`src/rtl/ysyx_22050612_regfile_wb_arbiter_if.sv`:
```
// ysyx_22050612_regfile_wb_arbiter_if: issue, hazard query, writeback and register file write port bundle
interface ysyx_22050612_regfile_wb_arbiter_if #(
  parameter int ADDR_WIDTH = 5,
  parameter int DATA_WIDTH = 64
);
  logic                  issue_valid;
  logic [ADDR_WIDTH-1:0] issue_rd;
  logic                  issue_ready;
  logic [ADDR_WIDTH-1:0] rs1;
  logic [ADDR_WIDTH-1:0] rs2;
  logic                  rs1_busy;
  logic                  rs2_busy;
  logic                  exu_valid;
  logic [ADDR_WIDTH-1:0] exu_rd;
  logic [DATA_WIDTH-1:0] exu_data;
  logic                  exu_ready;
  logic                  lsu_valid;
  logic [ADDR_WIDTH-1:0] lsu_rd;
  logic [DATA_WIDTH-1:0] lsu_data;
  logic                  lsu_ready;
  logic                  rf_wen;
  logic [ADDR_WIDTH-1:0] rf_waddr;
  logic [DATA_WIDTH-1:0] rf_wdata;
  modport master (
    output issue_valid, issue_rd, rs1, rs2, exu_valid, exu_rd, exu_data, lsu_valid, lsu_rd, lsu_data,
    input  issue_ready, rs1_busy, rs2_busy, exu_ready, lsu_ready, rf_wen, rf_waddr, rf_wdata
  );
  modport slave (
    input  issue_valid, issue_rd, rs1, rs2, exu_valid, exu_rd, exu_data, lsu_valid, lsu_rd, lsu_data,
    output issue_ready, rs1_busy, rs2_busy, exu_ready, lsu_ready, rf_wen, rf_waddr, rf_wdata
  );
endinterface

```
`src/rtl/ysyx_22050612_regfile_wb_arbiter.sv`:
```
// ysyx_22050612_regfile_wb_arbiter: round-robin EXU/LSU writeback arbiter with a per-register pending-write scoreboard
module ysyx_22050612_regfile_wb_arbiter #(
  parameter int ADDR_WIDTH = 5,
  parameter int DATA_WIDTH = 64
) (
  input logic clk,
  input logic rst,
  ysyx_22050612_regfile_wb_arbiter_if.slave bus
);
  localparam int N = 2 ** ADDR_WIDTH;
  logic [N-1:0]          busy_q, busy_d;
  logic                  last_lsu_q;
  logic                  rf_wen_q;
  logic [ADDR_WIDTH-1:0] rf_waddr_q;
  logic [DATA_WIDTH-1:0] rf_wdata_q;
  logic                  grant_exu, grant_lsu, wb;
  logic [ADDR_WIDTH-1:0] wb_rd;
  logic [DATA_WIDTH-1:0] wb_data;
  // LSU wins a tie unless it took the previous grant
  assign grant_lsu = bus.lsu_valid && (!bus.exu_valid || !last_lsu_q);
  assign grant_exu = bus.exu_valid && !grant_lsu;
  assign wb        = grant_exu || grant_lsu;
  assign wb_rd     = grant_lsu ? bus.lsu_rd : bus.exu_rd;
  assign wb_data   = grant_lsu ? bus.lsu_data : bus.exu_data;
  assign bus.exu_ready   = grant_exu;
  assign bus.lsu_ready   = grant_lsu;
  assign bus.issue_ready = (bus.issue_rd == '0) || !busy_q[bus.issue_rd];
  assign bus.rs1_busy    = (bus.rs1 != '0) && busy_q[bus.rs1];
  assign bus.rs2_busy    = (bus.rs2 != '0) && busy_q[bus.rs2];
  assign bus.rf_wen      = rf_wen_q;
  assign bus.rf_waddr    = rf_waddr_q;
  assign bus.rf_wdata    = rf_wdata_q;
  always_comb begin
    busy_d = busy_q;
    if (wb) busy_d[wb_rd] = 1'b0;
    if (bus.issue_valid && bus.issue_ready) busy_d[bus.issue_rd] = 1'b1;
    busy_d[0] = 1'b0;
  end
  always_ff @(posedge clk) begin
    if (rst) begin
      busy_q     <= '0;
      last_lsu_q <= 1'b0;
      rf_wen_q   <= 1'b0;
      rf_waddr_q <= '0;
      rf_wdata_q <= '0;
    end else begin
      busy_q   <= busy_d;
      rf_wen_q <= wb && (wb_rd != '0);
      if (wb) last_lsu_q <= grant_lsu;
      if (wb && (wb_rd != '0)) begin
        rf_waddr_q <= wb_rd;
        rf_wdata_q <= wb_data;
      end
    end
  end
endmodule

```
`src/flat_wrapper.sv`:
```
// flat-port wrapper written by rule: the top's interface ports become plain ports
module ysyx_22050612_regfile_wb_arbiter_flat 
#(
  parameter int ADDR_WIDTH = 5,
  parameter int DATA_WIDTH = 64
)
  (clk, rst, bus_issue_valid, bus_issue_rd, bus_rs1, bus_rs2, bus_exu_valid, bus_exu_rd, bus_exu_data, bus_lsu_valid, bus_lsu_rd, bus_lsu_data, bus_issue_ready, bus_rs1_busy, bus_rs2_busy, bus_exu_ready, bus_lsu_ready, bus_rf_wen, bus_rf_waddr, bus_rf_wdata);
  ysyx_22050612_regfile_wb_arbiter_if #(.ADDR_WIDTH(ADDR_WIDTH), .DATA_WIDTH(DATA_WIDTH)) bus_i ();
  input logic clk;
  input logic rst;
  input wire logic [$bits(bus_i.issue_valid)-1:0] bus_issue_valid;
  input wire logic [$bits(bus_i.issue_rd)-1:0] bus_issue_rd;
  input wire logic [$bits(bus_i.rs1)-1:0] bus_rs1;
  input wire logic [$bits(bus_i.rs2)-1:0] bus_rs2;
  input wire logic [$bits(bus_i.exu_valid)-1:0] bus_exu_valid;
  input wire logic [$bits(bus_i.exu_rd)-1:0] bus_exu_rd;
  input wire logic [$bits(bus_i.exu_data)-1:0] bus_exu_data;
  input wire logic [$bits(bus_i.lsu_valid)-1:0] bus_lsu_valid;
  input wire logic [$bits(bus_i.lsu_rd)-1:0] bus_lsu_rd;
  input wire logic [$bits(bus_i.lsu_data)-1:0] bus_lsu_data;
  output wire logic [$bits(bus_i.issue_ready)-1:0] bus_issue_ready;
  output wire logic [$bits(bus_i.rs1_busy)-1:0] bus_rs1_busy;
  output wire logic [$bits(bus_i.rs2_busy)-1:0] bus_rs2_busy;
  output wire logic [$bits(bus_i.exu_ready)-1:0] bus_exu_ready;
  output wire logic [$bits(bus_i.lsu_ready)-1:0] bus_lsu_ready;
  output wire logic [$bits(bus_i.rf_wen)-1:0] bus_rf_wen;
  output wire logic [$bits(bus_i.rf_waddr)-1:0] bus_rf_waddr;
  output wire logic [$bits(bus_i.rf_wdata)-1:0] bus_rf_wdata;
  assign bus_i.issue_valid = bus_issue_valid;
  assign bus_i.issue_rd = bus_issue_rd;
  assign bus_i.rs1 = bus_rs1;
  assign bus_i.rs2 = bus_rs2;
  assign bus_i.exu_valid = bus_exu_valid;
  assign bus_i.exu_rd = bus_exu_rd;
  assign bus_i.exu_data = bus_exu_data;
  assign bus_i.lsu_valid = bus_lsu_valid;
  assign bus_i.lsu_rd = bus_lsu_rd;
  assign bus_i.lsu_data = bus_lsu_data;
  assign bus_issue_ready = bus_i.issue_ready;
  assign bus_rs1_busy = bus_i.rs1_busy;
  assign bus_rs2_busy = bus_i.rs2_busy;
  assign bus_exu_ready = bus_i.exu_ready;
  assign bus_lsu_ready = bus_i.lsu_ready;
  assign bus_rf_wen = bus_i.rf_wen;
  assign bus_rf_waddr = bus_i.rf_waddr;
  assign bus_rf_wdata = bus_i.rf_wdata;
  ysyx_22050612_regfile_wb_arbiter #(.ADDR_WIDTH(ADDR_WIDTH), .DATA_WIDTH(DATA_WIDTH)) u_core (.clk(clk), .rst(rst), .bus(bus_i));
endmodule
```
`config.mk`:
```
export PLATFORM = sky130hd
export DESIGN_NAME = ysyx_22050612_regfile_wb_arbiter_flat
export DESIGN_NICKNAME = d
export VERILOG_FILES = /design/src/rtl/ysyx_22050612_regfile_wb_arbiter_if.sv /design/src/rtl/ysyx_22050612_regfile_wb_arbiter.sv /design/src/flat_wrapper.sv
export SDC_FILE = /design/constraint.sdc
export NUM_CORES = 1
export LEC_CHECK = 0
export ABC_AREA = 1
export BUFFER_PORTS_ARGS = -buffer_cell sky130_fd_sc_hd__buf_2
export CAP_MARGIN = 20
export CORE_MARGIN = 10
export CORE_UTILIZATION = 53
export DETAILED_ROUTE_END_ITERATION = 7
export PLACE_DENSITY = 0.86
export SYNTH_ARGS = -nofsm -noshare
export SYNTH_HDL_FRONTEND = slang
export SYNTH_SLANG_ARGS = --single-unit
```
`constraint.sdc`:
```
create_clock -name clk -period 4.7 [get_ports clk]
set_clock_uncertainty 0.2 [all_clocks]
set_input_delay 0.235 -clock clk [delete_from_list [all_inputs] [get_ports clk]]
set_output_delay 0.235 -clock clk [all_outputs]
set_load 0.05 [all_outputs]
```
==> results of run 1 <==
[cell families after synthesis]
group / after synthesis / synth area share
buffers and inverters: 111 / 0.0832
flip-flops: 102 / 0.345
AND/OR/NAND/NOR: 621 / 0.430
AO/OA/AOI/OAI: 151 / 0.142
[layer usage]
metal | vias to the layer above | GRT usage
met4 | 0 | 0.0898
met1 | 3120 | 0.272
met2 | 372 | 0.408
li1 | 3543 | -
met5 | - | 0
met3 | 58 | 0.0877
[cell usage after synthesis, drive strengths merged (4+ instances only)]
| cell type | count |
|---|---|
| inv | 55 |
| o21ai | 85 |
| a21oi | 48 |
| o221ai | 4 |
| nor3 | 8 |
| nor2 | 184 |
| nand2 | 374 |
| clkbuf | 25 |
| nand4 | 31 |
| buf | 31 |
| o211ai | 8 |
| dfxtp | 102 |
| nand3 | 23 |
[state kept, by name, indices dropped and copies added, names as in the netlist]
register and cells:
u_core.bus.rf_waddr 5, u_core.bus.rf_wdata 64, u_core.busy_q 31, u_core.last_lsu_q 1, u_core.bus.rf_wen 1
[critical path, stage by stage]
cell	delay, ns
dlygate4sd3_1	0.53
buf_2	0.13
nand2_1	0.07
nand2_2	0.37
o21ai_2	0.42
nor2_4	0.11
nand2_2	0.10
nand2_4	0.32
inv_2	0.51
buf_4	0.52
nand2_1	0.09
a21oi_1	0.14
[stage by stage]
stage	total power (W)	utilization	setup slack (ns)
2_1_floorplan	0.00145	-	1.85
3_3_place_gp	0.00164	0.643	1.46
3_5_place_dp	0.00164	0.643	1.38
4_1_cts	0.00217	0.669	1.22
5_1_grt	0.00228	0.672	0.756
6_report	0.00217	0.672	1.18
[area by class of cell]
| class | count | area (um^2) |
|---|---|---|
| fillers | 1031 | 3570 |
| multi-input cells | 772 | 3390 |
| flip-flops and latches | 102 | 2040 |
| repair buffers | 247 | 1310 |
| inverters | 55 | 206 |
| well taps | 140 | 175 |
| clock buffers | 9 | 124 |
| clock inverters | 7 | 65.1 |
| diodes | 2 | 5.00 |
[power groups by stage]
stage	Sequential, W	Clock (W)	Combinational (W)
5_1_grt	0.000969	0.000581	0.000733
3_5_place_dp	0.000979	0	0.000663
3_3_place_gp	0.000979	0	0.000657
4_1_cts	0.000960	0.000544	0.000671
2_1_floorplan	0.00118	0	0.000270
6_report	0.000961	0.000539	0.000674
[path summary, 6_finish.rpt]
path	from	endpoint	slack [ns]	depth (start not counted)
worst max-delay path	bus_exu_valid	u_core.bus.rf_waddr[3]$_SDFFE_PP0P_	1.18	12
worst min-delay path	bus_lsu_data[5]	u_core.bus.rf_wdata[5]$_SDFFE_PP0P_	0.006	5
worst max register to register	u_core.last_lsu_q$_SDFFE_PP0N_	u_core.bus.rf_waddr[3]$_SDFFE_PP0P_	1.29	11
worst min register to register	u_core.bus.rf_waddr[0]$_SDFFE_PP0P_	u_core.bus.rf_waddr[0]$_SDFFE_PP0P_	0.28	2
==> impl_metrics.yaml, run 1 <==
die:
  initial_core_util: 0.544
  rows: 38
  die-area_um2: 15800
  chipWidth_um: 126
  io_pins: 233
  die_h_um: 126
  core_area_um2: 10900
routing:
  vias: 7093
  wl_met3_mm: 2.45
  wire_per_inst_um: 15.3
  met1Wirelength_mm: 7.82
  drt_iter0_markers: 514
  viasPerCell: 5.32
  routed_wl_mm: 20.4
  first_pass_iters: 6
  route.met2.wl_mm: 9.49
  postRouteAntennaNets: 0
  dr.max_layer_used: "met4"
  drc: 0
grt:
  gr-total-overflow: 0
  grt_pass1_wl_mm: 32.2
  grt_max_degree: 72
  grt_pass1_vias: 6567
  grt.total_usage: 0.241
  antenna_found_initial: 2
cts:
  cts_tree: "yes"
  clk_latency_ns: 0.37
  cts_max_path_buffers: 2
  post-cts-setup-buffer-count: 0
  clock-sinks: 102
  ctsHoldBuffers: 9
  clockRootBuffer: "clkbuf_8"
  ctsResizeCount: 0
  clk_pin_slew_ns: 0.11
  htree_levels: 3
  cts-buffers-inserted: 9
pwr:
  internal_power_w: 0.00131
  leakage_nw: 3.74
  p_per_area_nw_per_um2: 297
  p_sw_w: 0.000859
  swShare: 0.395
  clockPowerShare: 0.248
  seqPwrFrac: 0.442
  combPwrFrac: 0.310
  ir_drop_uv: 177
synth:
  yosys_register_bits: 102
  netlist_area_um2: 5930
  ys_seq_area_frac: 0.345
  synth_cell_types: 28
  synth_top_area_share: 0.345
  synth_edf_count: 0
  yosys_warnings: 0
  synth-main-ff-cell: "dfxtp_1"
  syn_nets: 1143
  syn-instance-count: 985
  async_flop_share: 0
  synthTopCellsByArea: "dfxtp_1, nand2_1, nor2_1"
  postSynthAreaPerCell_um2: 6.02
  post-synth-top-area-cell: "dfxtp_1"
flow_run:
  max_cap_viol_count: 0
place:
  placedCellCount: 1305
  postPlaceCellArea_um2: 7010
  hpwl_mm: 15.3
  io_buffers: 232
  place.gp.congestion: 0.957
timing:
  worst_slew_pin_slew_ns: 0.741
  finalCritPeriodShare: 0.749
  setup_tns_ns: 0
  max_clock_freq_mhz: 284
  hold_viol: 0
  finalSetupViolations: 0
  min_period_ns: 3.52
  rsz0062_at_grt: "false"
  finalMaxSlewViolations: 0
  slew_headroom: 0.504
  worst_hold_slack_ns: 0.00561
cells_and_area:
  final_common_cell: "nand2_1"
  final_cell_count_no_fill: 1334
  fin_area_um2: 7320
  layout_common_cells: "nand2_1, buf_2, nor2_1, dfxtp_1, o21ai_0"
  drive_gt1_frac: 0.247
  areaGrowthSynthToFinish_pct: 23.5
  nNetsFinal: 1345
critical_path:
  crit_path_max_fanout: 71
  cp.required_ns: 4.80
  worstPathArrival_ns: 3.62
  path_class: "in2reg"
  end_kind: "flip-flop"
  start_kind: "input port"
run_status:
  status: "completed"
min_path:
  hp-class: "in2reg"
Power figures use the tool's default switching activity.
==> inputs of run 2 (changes only) <==
--- a/config.mk
+++ b/config.mk
@@ -9,9 +9,9 @@
 export BUFFER_PORTS_ARGS = -buffer_cell sky130_fd_sc_hd__buf_2
 export CAP_MARGIN = 20
 export CORE_MARGIN = 10
-export CORE_UTILIZATION = 53
+export CORE_UTILIZATION = 45
 export DETAILED_ROUTE_END_ITERATION = 7
-export PLACE_DENSITY = 0.86
+export PLACE_DENSITY = 0.78
 export SYNTH_ARGS = -nofsm -noshare
 export SYNTH_HDL_FRONTEND = slang
 export SYNTH_SLANG_ARGS = --single-unit
==> constraint.sdc (replaced) <==
create_clock -name clk -period 3 [get_ports clk]
set_clock_uncertainty 0.2 [all_clocks]
set_input_delay 0.15 -clock clk [delete_from_list [all_inputs] [get_ports clk]]
set_output_delay 0.15 -clock clk [all_outputs]
set_load 0.05 [all_outputs]
==> impl_metrics.yaml, run 2 (synthesis gave the netlist of run 1 again) <==
cells_and_area:
  nNetsFinal: 1460
  final_common_cell: "nand2_1"
  drive_gt1_frac: 0.227
  layout_common_cells: "nand2_1, buf_2, nor2_1, dlygate4sd3_1, dfxtp_1"
  areaGrowthSynthToFinish_pct: 45.0
  largest_reg_flops: 64
  final_cell_count_no_fill: 1478
timing:
  max_clock_freq_mhz: 356
  min_period_ns: 2.81
  finalMaxSlewViolations: 0
  worst_slew_pin_slew_ns: 0.834
  finalSetupViolations: 0
  setup_tns_ns: 0
  hold_viol: 0
  finalCritPeriodShare: 0.937
  slew_headroom: 0.444
  rsz0062_at_grt: "false"
critical_path:
  path_class: "in2reg"
  cp_top_family: "buffers and inverters"
  timing.critical_path.buf_inv: 4
  crit_path_max_fanout: 64
  cpMostUsedCell: "nand2_1"
  r2r-end: "u_core.bus.rf_wdata[34]$_SDFFE_PP0P_"
  reg2reg_depth: 8
  cp_slowest_cell: "buf_4"
  start_kind: "input port"
  cp.required_ns: 3.10
  slowest_delay_ns: 0.58
  cp_cell_sequence: "dlygate4sd3_1 -> buf_2 -> nand2_1 -> nand2_2 -> buf_4 -> nand2_1 -> nand2_1 -> dlygate4sd3_1 -> o21ai_0 -> nor2_1"
  r2r_slack_ns: 0.31
  worstPathArrival_ns: 2.91
  end_kind: "flip-flop"
  r2r_start: "u_core.last_lsu_q$_SDFFE_PP0N_"
cts:
  htree_levels: 3
  clk_pin_slew_ns: 0.07
  cts_tree: "yes"
  cts-buffers-inserted: 9
  clk_latency_ns: 0.35
  clock-sinks: 102
  cts_max_path_buffers: 2
  clockRootBuffer: "clkbuf_16"
place:
  io_buffers: 232
  placedCellCount: 1343
  hpwl_mm: 16.6
  place.gp.congestion: 0.936
pwr:
  total_power_w: 0.00399
  leakage_nw: 4.28
  ir_drop_uv: 356
  p_per_area_nw_per_um2: 464
routing:
  wire_per_inst_um: 17.6
  first_pass_iters: 5
  postRouteAntennaNets: 0
  drt_iter0_markers: 823
  vias: 7987
  routed_wl_mm: 25.9
  drc: 0
  viasPerCell: 5.40
die:
  io_pins: 233
  core_area_um2: 12800
  chipWidth_um: 135
  rows: 41
  initial_core_util: 0.464
  die-area_um2: 18200
  die_h_um: 135
grt:
  gr-total-overflow: 0
  grt.total_usage: 0.278
  grt_pass1_vias: 7855
  grt_pass1_wl_mm: 40.9
  antenna_found_initial: 2
  grt_max_degree: 71
min_path:
  whs_path_depth: 5
  hold_path_end: "u_core.bus.rf_wdata[50]$_SDFFE_PP0P_"
  hp-start: "bus_lsu_data[50]"
  hp-class: "in2reg"
run_status:
  status: "completed"
flow_run:
  max_cap_viol_count: 0
[run 2: cell types whose count changed in the layout (fill, tap and decap cells not counted), moves of 2 or more]
cell | previous run | this run
clkbuf_8 | 9 | 1
dlygate4sd3_1 | 9 | 120
clkbuf_16 | 0 | 9
inv_8 | 3 | 1
buf_4 | 4 | 9
[run 2: report_power, final]
part | internal (W) | switching (W)
clock network | 0.000668 | 0.000534
registers | 0.00145 | 0.0000602
logic | 0.000420 | 0.000851
[run 2: layer usage]
metal | GRT usage | up-vias | share of wire
met5 | 0 | - | 0.00050
met4 | 0.155 | 2 | 0.054
met3 | 0.0957 | 108 | 0.11
met2 | 0.466 | 526 | 0.48
met1 | 0.301 | 3587 | 0.36
li1 | - | 3764 | -
[run 2: worst register-to-register path, delay by kind of cell, from the launching register on]
family / cells / cell delay, ns
simple gates: 5 / 0.82
buf+inv: 2 / 1.15
flops: 1 / 0.36
compound gates: 1 / 0.11
[run 2: how the worst max path moves through the flow]
stage / startpoint / slack [ns] / to / depth (start not counted)
global placement: u_core.last_lsu_q$_SDFFE_PP0N_ / 0.68 / u_core.bus.rf_waddr[3]$_SDFFE_PP0P_ / 11
floorplan: bus_issue_rd[0] / 0.32 / bus_issue_ready / 10
finish: bus_exu_valid / 0.19 / u_core.bus.rf_wdata[34]$_SDFFE_PP0P_ / 10
detailed placement: u_core.last_lsu_q$_SDFFE_PP0N_ / 0.63 / u_core.bus.rf_waddr[3]$_SDFFE_PP0P_ / 11
global route: bus_exu_valid / 0.05 / u_core.bus.rf_wdata[29]$_SDFFE_PP0P_ / 10
CTS: bus_exu_valid / 0.36 / u_core.bus.rf_wdata[1]$_SDFFE_PP0P_ / 11
[run 2: final cells by class]
type                       instances  area, um^2
antenna                            1        2.50
multi-input combinational        772        3390
clock buffer                      10         239
inverter                          55         206
tap                              172         215
sequential                       102        2040
fill                            1018        4180
timing repair buffer             362        2440
clock inverter                     4        57.6
[run 2: repair_timing]
| action | 4_1_cts | 5_1_grt |
|---|---|---|
| hold buffers | 120 | 0 |
| buffers inserted | 0 | 0 |
| endpoints found under the hold margin | 62 | 0 |
| gates resized for setup | 0 | 1 |
| endpoints found under the setup margin | 0 | 2 |
[run 2: stage by stage]
step	instance area [um^2]	worst slack (ns)	util	hold WS, ns
after CTS	8590	0.363	0.672	0.00223
final	8590	0.190	0.673	0.00475
after detailed placement	7090	0.630	0.555	0.187
after floorplan	5930	0.324	-	0.0442
after global routing	8590	0.0461	0.673	0.0253
after global placement	7090	0.675	0.555	0.183
